===== src/rtl/preg.sv =====
// Pipeline register stage with a two-entry skid buffer: main drives the outputs,
// skid catches one extra entry so upstream ready can be registered.
module preg #(
  parameter int unsigned DW     = 32,
  parameter logic [31:0] PC_RST = 32'h3000,
  parameter int unsigned CW     = 16
) (
  input  logic          preg_clk_i,
  input  logic          preg_clr_i,
  input  logic          preg_flush_i,
  input  logic          preg_vld_i,
  output logic          preg_rdy_o,
  input  logic [31:0]   preg_str_i,
  input  logic [31:0]   preg_pc4_i,
  input  logic [DW-1:0] preg_dat_i,
  output logic          preg_vld_o,
  input  logic          preg_rdy_i,
  output logic [31:0]   preg_str_o,
  output logic [31:0]   preg_pc4_o,
  output logic [DW-1:0] preg_dat_o,
  output logic [CW-1:0] preg_bub_o
);

  localparam int unsigned SW = 32;

  typedef enum logic [1:0] {
    ST_EMPTY = 2'd0,
    ST_ONE   = 2'd1,
    ST_TWO   = 2'd2
  } state_e;

  localparam logic [CW-1:0] BUB_MAX = {CW{1'b1}};

  state_e          state_q = ST_EMPTY;
  state_e          state_d;
  logic            rdy_q = 1'b1;
  logic            rdy_d;

  logic [SW-1:0]   main_str_q = '0;
  logic [SW-1:0]   main_pc4_q = PC_RST;
  logic [DW-1:0]   main_dat_q = '0;
  logic [SW-1:0]   main_str_d;
  logic [SW-1:0]   main_pc4_d;
  logic [DW-1:0]   main_dat_d;

  logic [SW-1:0]   skid_str_q = '0;
  logic [SW-1:0]   skid_pc4_q = PC_RST;
  logic [DW-1:0]   skid_dat_q = '0;
  logic [SW-1:0]   skid_str_d;
  logic [SW-1:0]   skid_pc4_d;
  logic [DW-1:0]   skid_dat_d;

  logic [CW-1:0]   bub_q = '0;
  logic [CW-1:0]   bub_d;

  logic            acc_c;
  logic            iss_c;
  logic            vld_c;

  assign vld_c = (state_q != ST_EMPTY);
  assign acc_c = preg_vld_i & rdy_q;
  assign iss_c = vld_c & preg_rdy_i;

  // Next-state, entry movement and registered-ready computation
  always_comb begin
    state_d    = state_q;
    main_str_d = main_str_q;
    main_pc4_d = main_pc4_q;
    main_dat_d = main_dat_q;
    skid_str_d = skid_str_q;
    skid_pc4_d = skid_pc4_q;
    skid_dat_d = skid_dat_q;

    unique case (state_q)
      ST_EMPTY: begin
        if (acc_c) begin
          state_d    = ST_ONE;
          main_str_d = preg_str_i;
          main_pc4_d = preg_pc4_i;
          main_dat_d = preg_dat_i;
        end
      end
      ST_ONE: begin
        if (acc_c && iss_c) begin
          main_str_d = preg_str_i;
          main_pc4_d = preg_pc4_i;
          main_dat_d = preg_dat_i;
        end else if (acc_c) begin
          state_d    = ST_TWO;
          skid_str_d = preg_str_i;
          skid_pc4_d = preg_pc4_i;
          skid_dat_d = preg_dat_i;
        end else if (iss_c) begin
          // main returns to NOP so the outputs read as a bubble without muxing
          state_d    = ST_EMPTY;
          main_str_d = '0;
          main_pc4_d = PC_RST;
          main_dat_d = '0;
        end
      end
      ST_TWO: begin
        if (iss_c) begin
          state_d    = ST_ONE;
          main_str_d = skid_str_q;
          main_pc4_d = skid_pc4_q;
          main_dat_d = skid_dat_q;
          skid_str_d = '0;
          skid_pc4_d = PC_RST;
          skid_dat_d = '0;
        end
      end
      default: begin
        state_d = ST_EMPTY;
      end
    endcase

    if (preg_flush_i) begin
      state_d    = ST_EMPTY;
      main_str_d = '0;
      main_pc4_d = PC_RST;
      main_dat_d = '0;
      skid_str_d = '0;
      skid_pc4_d = PC_RST;
      skid_dat_d = '0;
    end

    rdy_d = (state_d != ST_TWO);
  end

  // Saturating count of cycles where downstream was ready but got nothing
  always_comb begin
    bub_d = bub_q;
    if (!vld_c && preg_rdy_i && (bub_q != BUB_MAX)) begin
      bub_d = bub_q + CW'(1);
    end
  end

  always_ff @(posedge preg_clk_i) begin
    if (preg_clr_i) begin
      state_q    <= ST_EMPTY;
      rdy_q      <= 1'b1;
      main_str_q <= '0;
      main_pc4_q <= PC_RST;
      main_dat_q <= '0;
      skid_str_q <= '0;
      skid_pc4_q <= PC_RST;
      skid_dat_q <= '0;
      bub_q      <= '0;
    end else begin
      state_q    <= state_d;
      rdy_q      <= rdy_d;
      main_str_q <= main_str_d;
      main_pc4_q <= main_pc4_d;
      main_dat_q <= main_dat_d;
      skid_str_q <= skid_str_d;
      skid_pc4_q <= skid_pc4_d;
      skid_dat_q <= skid_dat_d;
      bub_q      <= bub_d;
    end
  end

  assign preg_vld_o = vld_c;
  assign preg_rdy_o = rdy_q;
  assign preg_str_o = main_str_q;
  assign preg_pc4_o = main_pc4_q;
  assign preg_dat_o = main_dat_q;
  assign preg_bub_o = bub_q;

endmodule

===== config.mk =====
export PLATFORM = sky130hd
export DESIGN_NAME = preg
export DESIGN_NICKNAME = d
export VERILOG_FILES = /design/src/rtl/preg.sv
export SDC_FILE = /design/constraint.sdc
export NUM_CORES = 1
export LEC_CHECK = 0
export CORE_ASPECT_RATIO = 0.7
export CORE_UTILIZATION = 53
export CTS_CLUSTER_DIAMETER = 120
export DETAILED_ROUTE_END_ITERATION = 8
export PLACE_DENSITY = 0.95
export SLEW_MARGIN = 10
export SYNTH_ARGS = -nofsm -noshare
export SYNTH_HDL_FRONTEND = slang
export SYNTH_SLANG_ARGS = --single-unit

===== constraint.sdc =====
create_clock -name preg_clk_i -period 3.3 [get_ports preg_clk_i]
set_input_delay 0.33 -clock preg_clk_i [delete_from_list [all_inputs] [get_ports preg_clk_i]]
set_output_delay 0.33 -clock preg_clk_i [all_outputs]
set_load 0.01 [all_outputs]

Word-level counts from Yosys, hierarchy flattened. Cells that the tools add are included.

Bitwise gates (word level): 2. Reduce and logical (&&, ||, !) cells: 11. Add/subtract/negate cells: 1. Magnitude comparators: 0. Eq/ne operators: 10. $mul: 0. Shift operators: 0. Div/mod/pow operators: 0. Mux-type cells: 29.

Operators with widths (count): 32-bit two-way mux (16); 32-bit one-hot mux with 3 select lines (3); 32-bit one-hot mux with 2 select lines (3); 16-bit by 1-bit adder with 16-bit output, second input constant (1); 16-bit != test, second input constant (1); 2-bit two-way mux (6); 2-bit != test, second input constant (5); 3-bit != test, second input constant (2); 2-bit one-hot mux with 3 select lines (1); 5-bit AND reduction (1); 4-bit AND reduction (1); 2-bit nonzero test (2); 1-bit logical AND (3); 3-bit nonzero test (1); 1-bit bitwise AND (2); 2-bit by 1-bit equality test with 1-bit output, second input constant (1); 2-bit equality test, second input constant (1); 2-bit logical NOT (1); 2-bit OR reduction (1); 1-bit logical NOT (1).

Word-level logic and storage cells: 62. Latch bits: 0. Memory bits (writable): 0. Memories kept: 0. Bits in read-only memories: 0. Output and inout port bits: 114. Register bits after elaboration: 211.

Longest topological paths before layout. Gate-level depths: netlist of run 1.

Word-level depth: 8. Gate-level depth with buffers: 10. Mapped depth without buffers: 6.

Worst setup path after synthesis of run 1. No wires, ideal clock.

Path kind: register to register. From: reg state_q[0]. To: reg main_dat_q[19], in the netlist preg_dat_o[19]. Cell stages (with the launch flop): 10. Path slack: 1.383 ns. Buffers on the path: 4. Arrival time: 1.794 ns. Cell sequence: dfxtp_1 inv_1 ha_1 buf_2 and2_1 clkbuf_2 buf_2 buf_1 a221oi_1 nor2_1.

Word-level cells in the longest chain between the ends: 5.

RTL lines: start: declaration (line 34) `state_e state_q = ST_EMPTY;`; start signal: assignment (line 150) `state_q <= state_d;`; 2-bit nonzero test (line 60) `assign vld_c = (state_q != ST_EMPTY);`; 1-bit bitwise AND (line 62) `assign iss_c = vld_c & preg_rdy_i;`; 1-bit logical AND (line 84) `if (acc_c && iss_c) begin`; 3-bit != test (no line) / 32-bit two-way mux (equally long branches); 5-bit AND reduction (no line) / 32-bit one-hot mux with 3 select lines (equally long branches); end signal: assignment (line 154) `main_dat_q <= main_dat_d;`; end: declaration (line 41) `logic [DW-1:0] main_dat_q = '0;`.

Several ways; a longest one is shown, not always the timed one. A chain may end at the register's enable or synchronous reset.

Worst setup path after layout of run 1.
From: reg state_q[0]. To: reg skid_str_q[26].

Word-level cells in the longest chain between the ends: 5.

RTL lines: 2-bit nonzero test (line 60); 1-bit bitwise AND (line 62); 1-bit logical AND (line 84); 2-bit != test (no line); 4-bit AND reduction (no line); end signal: assignment (line 155) `skid_str_q <= skid_str_d;`; end: declaration (line 46) `logic [SW-1:0] skid_str_q = '0;`.

Several ways; a longest one is shown, not always the timed one.

==> results of run 1 <==
critical path, cell delays in order (launching register included):
cell and delay (ns):
dfxtp_1 0.45, inv_1 0.12, ha_1 0.35, and2b_1 0.36
o31a_2 0.18, buf_4 0.56, nand2_1 0.17, a21oi_1 0.18
worst max path at each step:
| stage | start | to | slack (ns) | depth (start not counted) |
|---|---|---|---|---|
| floorplan | state_q[0] | preg_dat_o[19] | 1.38 | 9 |
| global placement | preg_vld_i | skid_pc4_q[12] | 0.95 | 6 |
| detailed placement | preg_vld_i | skid_pc4_q[13] | 0.83 | 6 |
| CTS | state_q[0] | preg_pc4_o[20] | 0.89 | 7 |
| global route | state_q[0] | skid_dat_q[28] | 0.68 | 7 |
| finish | state_q[0] | skid_str_q[26] | 0.81 | 7 |
per-layer routing:
metal	GRT usage	wire length, um	share of wire	up-vias
met4	0.09957	681	0.027	0
met1	0.4012	10710	0.42	4172
met5	0	0	0	-
met2	0.4885	11900	0.47	507
met3	0.04750	2255	0.088	61
li1	-	-	-	3967
power groups by stage:
stage | Sequential [mW] | Clock (mW) | Combinational (mW)
after floorplan | 2.76 | 0 | 0.312
after global placement | 2.73 | 0 | 0.707
after detailed placement | 2.73 | 0 | 0.726
after CTS | 2.68 | 2.35 | 0.732
after global routing | 2.68 | 2.48 | 0.791
final | 2.68 | 2.34 | 0.739
kinds of logic (layout without fill, tap and decap cells):
kind of cell | after synthesis | after routing | share of synthesized area
compound gates | 330 | 330 | 0.2494
buf+inv | 105 | 270 | 0.05260
mux | 2 | 2 | 0.002667
simple gates | 352 | 352 | 0.1863
flops | 211 | 211 | 0.5002
fa+ha+maj | 6 | 6 | 0.008890
metrics by stage:
stage | util | instances | area, sq um
after floorplan | - | 1006 | 8444
after global placement | 0.6841 | 1336 | 10640
after detailed placement | 0.6841 | 1336 | 10640
after CTS | 0.7268 | 1371 | 11300
after global routing | 0.7268 | 1371 | 11300
final | 0.7268 | 1371 | 11300
layout make-up:
cell class / count / area share
clock inverters: 4 / 0.006201
multi-input cells: 690 / 0.3391
clock buffers: 31 / 0.05249
flip-flops and latches: 211 / 0.3738
repair buffers: 230 / 0.2046
well taps: 200 / 0.02215
inverters: 5 / 0.001661
registers in the layout (all words and copies together), names as in the netlist:
register / flops
preg_dat_o: 32
preg_pc4_o: 32
preg_str_o: 32
skid_dat_q: 32
skid_pc4_q: 32
skid_str_q: 32
preg_bub_o: 16
state_q: 2
preg_rdy_o: 1
cells in the mapped netlist (6+ instances only):
cell type | number | area [sq um]
dfxtp_1 | 211 | 4224
nand2_1 | 107 | 401.6
a21oi_1 | 105 | 525.5
nor2_1 | 105 | 394.1
nand3_1 | 98 | 490.5
a221oi_1 | 94 | 823.3
o21ai_0 | 94 | 470.5
clkbuf_1 | 67 | 251.5
buf_2 | 26 | 130.1
o21ai_1 | 10 | 50.05
or3_1 | 7 | 43.79
ha_1 | 6 | 75.07
nand4_1 | 6 | 37.54
==> results.md, run 1 <==
- Post-synth EDFFs: 0
- Drt first pass iters: 7
- Total Power: 5.758 mW
- Register area: 4224 sq um
- Multi-input logic area: 3831 sq um
- Synthesis-stage register bit count: 211
- Total track usage: 0.2975
- P_int: 4.372 mW
- Origin of the worst min-delay path: preg_pc4_i[5]
- Maxcap violations: 0
- CTS buffer count: 20
- Final WL: 25550 um
- DIE HEIGHT: 107.6 um
- Clock net sink count: 211
- CTS tree: yes
- Vias per inst: 6.351
- Clk buf depth: 3
- Hold worst-path end: skid_pc4_q[5]
- Hold-fix buffers, CTS: 0
- CP max FO: 68
- Final Skew: 0.009282 ns
- Hold path depth: 3
- Die W: 152.9 um
- I/O Pins: 215
- Top_reg_cell synth: dfxtp_1
- Final setup fails: 0
- Hold Crit Class: input pin to flip-flop
- Required time worst endpoint: 3.71 ns
- Fin. max-slew vios: 0
- Synth unique cells: 51
- Net switching power: 1.387 mW
- Initial antenna violation count: 0
- Mapped Area: 8444 sq um
- H-Tree Depth: 1
- Reg clk slew, reported paths: 0.06 ns
- Cells after Synth: 1006
- DRC: 0
- Combinational share of power: 0.128
- Post-CTS Setup Repair Bufs: 0
- Fmax: 401.1 MHz
- Final hold slack: 0.4274 ns
- PwrDens: 509.6 nW/um^2
- Cells on worst reg2reg path: 7
- CP Data Arrival Time: 2.91 ns
- Largest net degree at the start of global routing: 97
- Dpl ws: 0.8327 ns
- Initial Util: 0.5431
- Crit start category: flip-flop
- Final setup TNS: 0 ns
- Vias: 8707
- First-pass GRT wire length: 40300 um
- Later-pin clock latency in the skew report: 0.49 ns
- Worst vdd ir: 0.3615 mV
- Fraction of layout instances using a drive strength above 1: 0.04953
- Root buf cell: clkbuf_16
- Fillers: 1134
- Area Overhead vs Synth: 33.81%
- Commonest non-fill, non-tap cell in the layout: clkdlybuf4s50_1
- Tmin final: 2.493 ns
- Syn. warnings: 0
- Async SR Flop Fraction: 0
- Sequential area share after synthesis: 0.5002
- Status: complete, no violations
- Final Wtd Congestion: 0.8525
- Final hold vios: 0
- Worst R2R Start: state_q[0]
- Worst R2R Setup Slack: 0.81 ns
- RSZ-0062 raised after global routing: false
- Syn_nets: 1113
- Post-CTS resize count: 0
- ANT cells: 0
- First-iteration detailed-routing DRC count: 896
- IO buf count: 214
- Final nets: 1265
- Sw frac: 0.2408
- Slew headroom: 0.5031
- Element type at the critical path end: flip-flop
- Cell Rows: 38
- Reg power frac: 0.465
- DPL Wire Length: 15090 um
- Grt total ovfl: 0
- Most frequent cells in the layout: clkdlybuf4s50_1, dfxtp_1, nand2_1
- Part of the cycle the worst path needs: 0.7554
- Leak: 3.826 nW
- Crit path kind: flip-flop to flip-flop
- Core box area: 15550 sq um
- ANT nets after route: 0
- Die ar.: 16450 sq um
- Worst Tran Pin Value: 0.7454 ns
- Vias in the first global route: 8015
- Clock share of power: 0.407
- Reg-to-Reg End: skid_str_q[26]
- Mean Syn Cell Area: 8.394 sq um
- Final setup margin: 0.8070 ns
- Wire length per cell: 18.64 um
(Power assumes the default switching activity.)
==> run 2: changes to the inputs <==
CORE_UTILIZATION = 49   (was 53)
PLACE_DENSITY = 0.89   (was 0.95)
clock period = 2.5 ns   (was 3.3 ns; I/O delays follow)
==> run 2 against run 1 <==
Net effect: combinational power is 35% higher; global-route usage shrank 2.4 points; flip-flop and latch count unchanged; highest routed layer unchanged; largest cell class unchanged; final area grew 2.3%; power up 40%.
==> results.md, run 2 (synthesis results as in run 1) <==
- CTS buffer count: 21
- Core box area: 16590 sq um
- Vias per inst: 6.112
- Fin util: 0.6971
- Initial Util: 0.5090
- Final setup TNS: 0 ns
- DP Cell Count: 1367
- Drt first pass iters: 7
- Clock share of power: 0.436
- Hold-fix buffers, CTS: 0
- Part of the cycle the worst path needs: 0.9265
- Tmin final: 2.316 ns
- Commonest non-fill, non-tap cell in the layout: clkdlybuf4s50_1
- IO buf count: 214
- Clk buf depth: 3
- Net switching power: 1.903 mW
- Crit start category: flip-flop
- Root buf cell: clkbuf_16
- Dpl ws: 0.2149 ns
- Die W: 158.9 um
- Die ar.: 17770 sq um
- I/O Pins: 215
- CTS tree: yes
- CP max FO: 47
- PwrDens: 695.1 nW/um^2
- Largest net degree at the start of global routing: 96
- Non-filler instance count after layout: 1405
- Worst path buffer plus inverter count: 2
- Most frequent cells in the layout: clkdlybuf4s50_1, dfxtp_1, nand2_1
- H-Tree Depth: 1
- Leak: 3.947 nW
- Total track usage: 0.2737
- Post-CTS resize count: 0
- Final setup margin: 0.1837 ns
- Crit path max-delay family: buffers and inverters
- ANT nets after route: 0
- Element type at the critical path end: flip-flop
- Reg power frac: 0.440
- Area Overhead vs Synth: 36.95%
- Slowest-stage cell, CP: buf_4
- Worst R2R Setup Slack: 0.18 ns
- Later-pin clock latency in the skew report: 0.50 ns
- Final hold vios: 0
- Hold Crit Class: input pin to flip-flop
- CP Data Arrival Time: 2.72 ns
- Vias: 8587
- Wire length per cell: 17.86 um
- Grt total ovfl: 0
- Initial antenna violation count: 0
- Fin. max-slew vios: 0
- Crit path kind: flip-flop to flip-flop
- Final Skew: 0.01632 ns
- DRC: 0
- Worst Tran Pin Value: 0.6134 ns
- Fmax: 431.7 MHz
- Slew headroom: 0.5805
- First-pass GRT wire length: 40700 um
- Final setup fails: 0
- RSZ-0062 raised after global routing: false
- DPL Wire Length: 15040 um
- P_int: 6.135 mW
- Post-CTS Setup Repair Bufs: 0
- Crit-path cells: inv_1, ha_1, and2b_1, o31a_2, buf_4, nand2_1, a21oi_1
- Combinational share of power: 0.124
- Cell area after layout: 11560 sq um
- Status: complete, no violations
- Total Power: 8.038 mW
- Vias in the first global route: 7950
- Cell Rows: 39
- Worst vdd ir: 0.5201 mV
- Required time worst endpoint: 2.91 ns
- Final Wtd Congestion: 0.8211
- Crit-path max cell delay: 0.46 ns
- First-iteration detailed-routing DRC count: 1079
- DIE HEIGHT: 111.8 um
- Post-DP Area: 10790 sq um
- Final hold slack: 0.3472 ns
- Sw frac: 0.2368
- Clock net sink count: 211
- Fraction of layout instances using a drive strength above 1: 0.06271
- Fillers: 1237
- Maxcap violations: 0
- Final WL: 25090 um
- Final nets: 1272
- Reg clk slew, reported paths: 0.06 ns
- ANT cells: 0
## run 2: cell count changes in the layout (fill, tap and decap cells not counted), sizes merged
cell      before  now
bufinv         2    5
inv            5    6
clkinvlp       0    1
buf           16   22
clkbuf        31   25
clkinv         2    6
## run 2: per-layer routing
metal | global-route usage | share of wire
met5 | 0 | 0
met1 | 0.3886 | 0.44
met3 | 0.04918 | 0.088
met2 | 0.4246 | 0.45
met4 | 0.08077 | 0.023
## run 2: final cells by class
type	count	area [sq um]	area share
Clock inverter	13	196.4	0.01699
Inverter	5	18.77	0.001623
Timing Repair Buffer	236	2432	0.2103
Tap cell	225	281.5	0.02434
Clock buffer	25	580.6	0.05020
Multi-Input combinational cell	690	3831	0.3313
Sequential cell	211	4224	0.3653
## run 2: path summary, 6_finish.rpt
kind,startpoint,to,cells after the start
setup / recovery,state_q[1],skid_pc4_q[30],7
hold reg to reg,skid_dat_q[17],skid_dat_q[17],2
setup reg to reg,state_q[1],skid_pc4_q[30],7
hold / removal,preg_pc4_i[5],skid_pc4_q[5],3
## run 2: worst min-delay path: stages
cell and delay, ns:
clkdlybuf4s50_1 0.42, nand3_1 0.07, a21oi_1 0.06
## run 2: power by group through the flow
| stage | registers, mW | logic, mW | clock network [mW] |
|---|---|---|---|
| finish | 3.53 | 0.998 | 3.51 |
| global route | 3.54 | 1.07 | 3.70 |
| CTS | 3.53 | 0.991 | 3.55 |
| detailed placement | 3.60 | 0.981 | 0 |
| global placement | 3.60 | 0.971 | 0 |
| floorplan | 3.64 | 0.412 | 0 |
==> variant: new RTL, config.mk and constraints of run 2 <==
Re-encode `state_e` (3 states) as one-hot, 3 bits wide.
--- a/src/rtl/preg.sv
+++ b/src/rtl/preg.sv
@@ -23,10 +23,10 @@
 
   localparam int unsigned SW = 32;
 
-  typedef enum logic [1:0] {
-    ST_EMPTY = 2'd0,
-    ST_ONE   = 2'd1,
-    ST_TWO   = 2'd2
+  typedef enum logic [2:0] {
+    ST_EMPTY = 3'b001,
+    ST_ONE   = 3'b010,
+    ST_TWO   = 3'b100
   } state_e;
 
   localparam logic [CW-1:0] BUB_MAX = {CW{1'b1}};
Behaviour: no difference found for any inputs over 4 cycles, from zero or initial values; so few cycles prove little.
==> variant against run 2 <==
  * Wire length increased by 0.22%
  * Synthesized area increased by 5.5%
  * Core utilization decreased by 1.8 points
  * Sequential share of layout area decreased by 0.73 points
  * Setup slack got worse by 48 ps
  * Sequential cell count increased by 1
  * Power decreased by 5.8%
  * Cell area increased by 2.6%
  * Synthesized cell count decreased by 8.9%
  * Highest routed layer unchanged
==> variant: results <==
export IMPL_min_path_cells=2
export IMPL_multi_input_gates=594
export IMPL_first_pass_iters=5
export IMPL_synthAdderAreaFrac=0.00140
export IMPL_synth_cell_types=49
export IMPL_design_seq_count=212
export IMPL_grt_usage=0.262
export IMPL_grt_max_degree=73
export IMPL_met1_length_um=10900
export IMPL_synth_compound_area_frac=0.305
export IMPL_p_comb_frac=0.118
export IMPL_multi_input_area_um2=4200
export IMPL_inverters=7
export IMPL_rr_endpoint="preg_bub_o[6]$_SDFFE_PP0P_"
export IMPL_synth_fp_nets=1018
export IMPL_dr_wl_met2_um=11300
export IMPL_met2_usage=0.417
export IMPL_cp_max_fo=26
export IMPL_endpoint="preg_vld_o"
export IMPL_n_fill_cell=1366
export IMPL_fin_crit_ps=2360
export IMPL_buf_share=0.205
export IMPL_drive_gt1_frac=0.125
export IMPL_drtIter0Drc=712
export IMPL_reg2reg_depth=5
export IMPL_pg_clk_mw=3.16
export IMPL_r2r_start="preg_bub_o[0]$_SDFFE_PP0P_"
export IMPL_place_gp_congestion=0.790
export IMPL_r2r_setup_slack_ps=390
export IMPL_worst_pin_slew_ps=726
export IMPL_regArea_um2=4250
export IMPL_status="completed"
export IMPL_cp_startpoint="state_q[0]$_SDFF_PP1_"
export IMPL_p_seq_frac=0.464
export IMPL_crit_slowest_cell="clkdlybuf4s50_1"
export IMPL_arrival_ps=2110
export IMPL_yosysSeqAreaShare=0.476
export IMPL_synthTopCellsByCount="212 x dfxtp_1, 102 x nand2_1, 100 x nor3_1"
export IMPL_clkbuf_count=26
export IMPL_grtUsageMet3=0.0743
export IMPL_synthTopCellsByArea="dfxtp_1 48%, a311oi_2 10%, a22o_1 9.2%, nor3_1 5.6%, o21ai_0 5.5%"
export IMPL_hpwlAfterDp_um=15100
## variant: cell count changes in the layout (fill, tap and decap cells not counted), sizes merged, moves of 4 or more
cell and change:
nor2 -93, mux2 +6, nand3 -93, a22o +94
nand2 -5, o21ai -6, a21oi -88, a311oi +93
a221oi -94, ha -5, or3 -4, nor3 +95
nor2b +9
## variant: stage by stage
stage | instance area (µm²) | utilization | hold WS, ps | instances
after floorplan | 8910 | - | 373 | 916
after global placement | 11200 | 0.641 | 446 | 1280
after detailed placement | 11200 | 0.641 | 450 | 1280
after CTS | 11900 | 0.679 | 372 | 1315
after global routing | 11900 | 0.679 | 389 | 1315
final | 11900 | 0.679 | 382 | 1315
## variant: worst reg2reg max path, cell delays in order (launching register included)
cell      delay (ps)
dfxtp_1          430
ha_1             270
nand4_1          250
nor4_2           560
a211oi_1         190
mux2_2           300
